$ cat src/rtl/wide_addsub_sequencer.sv
// wide_addsub_sequencer
// Drives an external combinational 4-bit adder slice one nibble per cycle,
// LSB first, chaining the carry, to perform a WIDTH-bit add or subtract.
// Subtraction is done as A + ~B + 1, so the final carry means "no borrow".
// The assembled result, carry-out and signed overflow are presented on a
// valid/ready output and held until the consumer takes them.
module wide_addsub_sequencer #(
  parameter int WIDTH = 16
) (
  input  logic             clk,
  input  logic             rst,
  input  logic             in_valid,
  output logic             in_ready,
  input  logic [WIDTH-1:0] in_a,
  input  logic [WIDTH-1:0] in_b,
  input  logic             in_sub,
  output logic             out_valid,
  input  logic             out_ready,
  output logic [WIDTH-1:0] out_result,
  output logic             out_cout,
  output logic             out_ovf,
  output logic [3:0]       slice_a,
  output logic [3:0]       slice_b,
  output logic             slice_cin,
  input  logic [3:0]       slice_sum,
  input  logic             slice_cout
);

  localparam int NSLICE = WIDTH / 4;
  localparam int IDXW   = (NSLICE > 1) ? $clog2(NSLICE) : 1;
  localparam logic [IDXW-1:0] LAST_IDX = IDXW'(NSLICE - 1);

  typedef enum logic [1:0] {
    IDLE,
    RUN,
    DONE
  } state_t;

  state_t            state;
  state_t            state_nx;
  logic [IDXW-1:0]   idx;
  logic              carry;
  logic [WIDTH-1:0]  a_q;
  logic [WIDTH-1:0]  beff_q;
  logic [WIDTH-1:0]  res_q;
  logic              cout_q;
  logic              ovf_q;
  logic              last_nib;
  logic [IDXW+1:0]   bitpos;

  // Two's-complement overflow: operands of equal sign giving a sum of the
  // other sign. The effective B (already inverted for subtract) is used so
  // the same rule covers both operations.
  function automatic logic signed_ovf(input logic a_msb, input logic b_msb,
                                      input logic s_msb);
    return (a_msb == b_msb) && (s_msb != a_msb);
  endfunction

  assign last_nib = (idx == LAST_IDX);
  assign bitpos   = {idx, 2'b00};

  // State register
  always_ff @(posedge clk) begin
    if (rst) state <= IDLE;
    else     state <= state_nx;
  end

  // Next-state decode, handshake flags and slice drive
  always_comb begin
    state_nx  = state;
    in_ready  = 1'b0;
    out_valid = 1'b0;
    slice_a   = 4'd0;
    slice_b   = 4'd0;
    slice_cin = 1'b0;
    case (state)
      IDLE: begin
        in_ready = 1'b1;
        if (in_valid) state_nx = RUN;
      end
      RUN: begin
        slice_a   = a_q[bitpos +: 4];
        slice_b   = beff_q[bitpos +: 4];
        slice_cin = carry;
        if (last_nib) state_nx = DONE;
      end
      DONE: begin
        out_valid = 1'b1;
        if (out_ready) state_nx = IDLE;
      end
      default: state_nx = IDLE;
    endcase
  end

  // Operand capture at the accepting edge; plain data, no reset needed
  always_ff @(posedge clk) begin
    if (!rst && state == IDLE && in_valid) begin
      a_q    <= in_a;
      beff_q <= in_sub ? ~in_b : in_b;
    end
  end

  // Nibble sequencing: collect slice sums, chain carry, capture final flags
  always_ff @(posedge clk) begin
    if (rst) begin
      idx    <= '0;
      carry  <= 1'b0;
      res_q  <= '0;
      cout_q <= 1'b0;
      ovf_q  <= 1'b0;
    end else begin
      case (state)
        IDLE: begin
          if (in_valid) begin
            carry <= in_sub;
            idx   <= '0;
            res_q <= '0;
          end
        end
        RUN: begin
          res_q[bitpos +: 4] <= slice_sum;
          carry              <= slice_cout;
          idx                <= idx + 1'b1;
          if (last_nib) begin
            cout_q <= slice_cout;
            ovf_q  <= signed_ovf(a_q[WIDTH-1], beff_q[WIDTH-1], slice_sum[3]);
          end
        end
        default: ;
      endcase
    end
  end

  assign out_result = res_q;
  assign out_cout   = cout_q;
  assign out_ovf    = ovf_q;

endmodule

$ cat config.mk
export PLATFORM = sky130hd
export DESIGN_NAME = wide_addsub_sequencer
export DESIGN_NICKNAME = d
export VERILOG_FILES = /design/src/rtl/wide_addsub_sequencer.sv
export SDC_FILE = /design/constraint.sdc
export NUM_CORES = 1
export LEC_CHECK = 0
export BUFFER_PORTS_ARGS = -buffer_cell sky130_fd_sc_hd__buf_2
export CORE_ASPECT_RATIO = 0.6
export CORE_MARGIN = 5
export CORE_UTILIZATION = 46
export CTS_CLUSTER_DIAMETER = 100
export DETAILED_ROUTE_END_ITERATION = 10
export GPL_TIMING_DRIVEN = 0
export PLACE_DENSITY_LB_ADDON = 0.12
export SLEW_MARGIN = 20
export SYNTH_ARGS = -nofsm -noshare
export SYNTH_HDL_FRONTEND = slang
export SYNTH_SLANG_ARGS = --single-unit
export TNS_END_PERCENT = 1
$ cat constraint.sdc
create_clock -name clk -period 2.8 [get_ports clk]
set_input_delay 0 -clock clk [delete_from_list [all_inputs] [get_ports clk]]
set_output_delay 0 -clock clk [all_outputs]
set_load 0.01 [all_outputs]
==> impl_results.md <==
* Cell area after placement at roughly 2900 µm²
* Worst relative slew slack at around 58%
* Status: finished, final reports clean
* Met3 track utilization from global routing at under 10%
* Net count after synthesis at 216
* Final min period at 2.36 ns
* Post-synthesis instance area at roughly 2400 µm²
* Area Growth Syn to Fin at 36.8%
* Setup bufs post-CTS at 0
* LEAKAGE at about 0.0014 µW
* Clock power frac at 28.2%
* Post-synthesis sequential element count at 55
* Remaining global-route overflow at 0
* Fraction of synthesis flops using an asynchronous set or reset pin at 0%
* Sum of buffers and inverters on the critical path at 2
* Avg Cell Area, Syn at ~14 µm²
* Fin Hold WS at about 0.0048 ns
* Crit Reg-Reg Startpoint: idx[1]
* Total Routed Length at 5.28 mm
* Insertion delay of the later-clocked pin in the worst-skew pair at roughly 0.30 ns
* Port bufs at slightly below 70
* Number of hold-slack violations in the final timing report at 0
* Gate count after technology mapping at roughly 170
* DRT Pass-1 Iters at 4
* Overall track demand over capacity in global routing at approximately 17%
* Share of the synthesized area in the top cell type at 39.9%
* Drt drc at 0
* Origin of the worst setup path: idx[1]
* Maximum level of the CTS H-tree at 2
* Largest delay contributor family on the critical path: buffers and inverters
* Fraction of layout cells with a size suffix above 1 at a little over a third
* Top library cells by usage in the layout, fill and taps aside: sky130_fd_sc_hd__buf_2, sky130_fd_sc_hd__dlygate4sd3_1, sky130_fd_sc_hd__edfxtp_1
* Worst-case vdd ir drop at approximately 0.25 mV
* Routing usage on met1 at between 20% and 30%
* Worst-Margin Slew at 0.629 ns
* End point of the critical path: out_result[10]
* Die height at around 66 µm
* Commonest non-fill, non-tap cell in the layout: sky130_fd_sc_hd__buf_2
* Final antenna diode count at 0
* Buffer levels on the longest clock path at 2
* Layer carrying the most global-route usage: met2
* Vias in the first global route at 1674
* Inserted Clock Buffers at 5
* Fmax achieved at 0.423 GHz
* Vias at roughly 1700
* Final setup violating endpoints at 0
* Power density of the placed cells at about 480 nW/µm²
* Switching power as a share of total power at 23.0%
* Maximum cell stage delay along the critical path at roughly 0.52 ns
* Fill cell total of the finished layout at ~400
* Storage cell area at around 1400 µm²
* Routed Antenna Nets at 0
* Routability Congestion at 0.746
* Worst setup SP type: flip-flop
* First-pass GRT wire length at 8.35 mm
* Fin nets at ~330
* Cell area after layout at 3300 µm²
* Post-synth EDFFs at 32
* Distinct cells, synth at 30
* Met2 usage in global routing at about a quarter
* Detailed-route vias per instance at 4.81
* Routed wire per std cell at 15.3 µm
* HPWL after detailed placement at around 3.7 mm
* Violation count after the first detailed-route iteration at 40
* Share of synthesized area occupied by flip-flops and latches at between 50% and 60%
* Area of the multi-input gates at roughly 930 µm²
* Internal reg-to-reg setup slack at between 0.4 and 0.5 ns
* # IOs at 71
* Die Area at roughly 7000 µm²
* Maximum number of pins on one net before global-route repair at 22
* CTS-repair resized insts at 0
* Clock tree skew after final layout at approximately 0.0052 ns
* Required time of the critical path at roughly 3.0 ns
* Synth Warn # at 0
* Prevailing post-synth register cell: sky130_fd_sc_hd__edfxtp_1
* Rows at 20
* Cell with the biggest individual delay on the critical path: sky130_fd_sc_hd__or4b_4
* Post-route clock period utilization at between 80% and 90%
* Synth area leaders: sky130_fd_sc_hd__edfxtp_1, sky130_fd_sc_hd__dfxtp_1, sky130_fd_sc_hd__mux4_2
* Path type of the worst setup path: flip-flop to flip-flop
* Root buffer cell: sky130_fd_sc_hd__clkbuf_8
* Chip Width at approximately 100 µm
* Internal Power at ~1200 µW
* Critical-path cell list: clkbuf_1 -> inv_1 -> ha_1 -> nand3b_4 -> or4b_4 -> o2bb2ai_1
* Post-layout utilization of the core at between 60% and 70%
* Path class of the lowest-slack min-delay path: input pin to flip-flop
* TritonCTS clock tree: yes
* RSZ-0062 raised after global routing: false
* Clock-pin slew on the worst setup and hold paths at around 0.090 ns
* Count of cell instances traversed by the critical path at 6
* Combinational fraction of design power at around 15%
* Hold bufs inserted after CTS at 33
* Antenna violations before repair at 0
* Depth of the most critical reg-to-reg path at 6
* Worst R2R End: out_result[10]
* Net Switching at about 360 µW
* Maxcap violations at 0
* Core Area at just over 5000 µm²
* Clk sink count at 55
* Initial Utilization at ~47%
* Yosys top cell by area: sky130_fd_sc_hd__edfxtp_1
* Element type at the critical path end: flip-flop
* Maximum fanout count along the critical path at 10
* Pins Over Slew Limit at 0
* Flop pwr share at about 57%
* Critical path data arrival time at about 2.6 ns
-- registers in the layout (all words and copies together), names as in the netlist --
name,flops
out_cout,1
a_q,16
carry,1
state,2
out_ovf,1
beff_q,16
out_result,16
idx,2
-- cell usage after synthesis, types with 2 or more instances --
| master | n |
|---|---|
| sky130_fd_sc_hd__edfxtp_1 | 32 |
| sky130_fd_sc_hd__dfxtp_1 | 23 |
| sky130_fd_sc_hd__xor2_1 | 16 |
| sky130_fd_sc_hd__nor2b_1 | 12 |
| sky130_fd_sc_hd__a22o_1 | 8 |
| sky130_fd_sc_hd__nor2_1 | 8 |
| sky130_fd_sc_hd__o2bb2ai_1 | 8 |
| sky130_fd_sc_hd__a21oi_1 | 7 |
| sky130_fd_sc_hd__mux4_2 | 7 |
| sky130_fd_sc_hd__ha_1 | 6 |
| sky130_fd_sc_hd__nand2b_1 | 6 |
| sky130_fd_sc_hd__inv_1 | 5 |
| sky130_fd_sc_hd__clkbuf_1 | 4 |
| sky130_fd_sc_hd__mux2_2 | 4 |
| sky130_fd_sc_hd__nand3b_1 | 3 |
| sky130_fd_sc_hd__a211oi_1 | 2 |
| sky130_fd_sc_hd__buf_2 | 2 |
| sky130_fd_sc_hd__buf_6 | 2 |
| sky130_fd_sc_hd__or4b_4 | 2 |
-- worst min-delay path by stage --
stage / slack, ns / cells past startpoint / start / end
after floorplan: 0.1 / 0 / in_a[0] / a_q[0]
after global placement: 0.18 / 1 / in_a[10] / a_q[10]
after detailed placement: 0.18 / 1 / in_a[3] / a_q[3]
after CTS: 0.0009 / 2 / in_b[1] / beff_q[1]
after global routing: 0.004 / 3 / slice_sum[2] / out_result[2]
final: 0.005 / 3 / slice_sum[0] / out_result[8]
-- area by class of cell --
type,instances,area share (%)
flip-flops and latches,55,43.1
multi-input cells,100,28.2
repair buffers,103,21.5
clock buffers,7,2.62
well taps,66,2.50
plain buffers,8,1.44
inverters,5,0.569
clock inverters,1,0.114
-- cells by family after synthesis --
| kind of cell | count (synthesis) | synth area share (%) |
|---|---|---|
| compound gates | 28 | 8.93 |
| flops | 55 | 59.0 |
| xor+xnor | 16 | 5.81 |
| mux | 13 | 9.91 |
| simple gates | 37 | 10.5 |
| fa+ha+maj | 6 | 3.11 |
| buf+inv | 13 | 2.75 |
-- routing by layer --
layer | wire, µm | up-vias | share of wire (%)
met5 | 0 | - | 0
met3 | 353 | 5 | 6.7
met4 | 42 | 0 | 0.80
met1 | 2670 | 764 | 51
li1 | - | 843 | -
met2 | 2210 | 47 | 42
-- stage by stage --
step | setup TNS (ns) | setup slack (ns) | total power, µW | std cells
after CTS | 0 | 0.414 | 1590 | 344
after floorplan | 0 | 0.108 | 1040 | 168
after detailed placement | 0 | 0.431 | 1120 | 303
after global routing | 0 | 0.227 | 1650 | 345
after global placement | -16.38 | -0.514 | 1110 | 302
final | 0 | 0.436 | 1580 | 345
-- power by group through the flow --
stage                     registers [µW]  clock network (µW)  logic [µW]
final                                901                 444         232
after global routing                 904                 493         255
after CTS                            901                 461         232
after detailed placement             920                   0         196
after global placement               920                   0         187
after floorplan                      918                   0         119
-- worst reg2reg max path, stage by stage (launching register included) --
cell                        delay [ns]
sky130_fd_sc_hd__dfxtp_1          0.41
sky130_fd_sc_hd__clkbuf_1         0.51
sky130_fd_sc_hd__inv_1            0.18
sky130_fd_sc_hd__ha_1             0.40
sky130_fd_sc_hd__nand3b_4         0.11
sky130_fd_sc_hd__or4b_4           0.52
sky130_fd_sc_hd__o2bb2ai_1        0.16
Note: power is estimated with default switching activity, not from simulation.
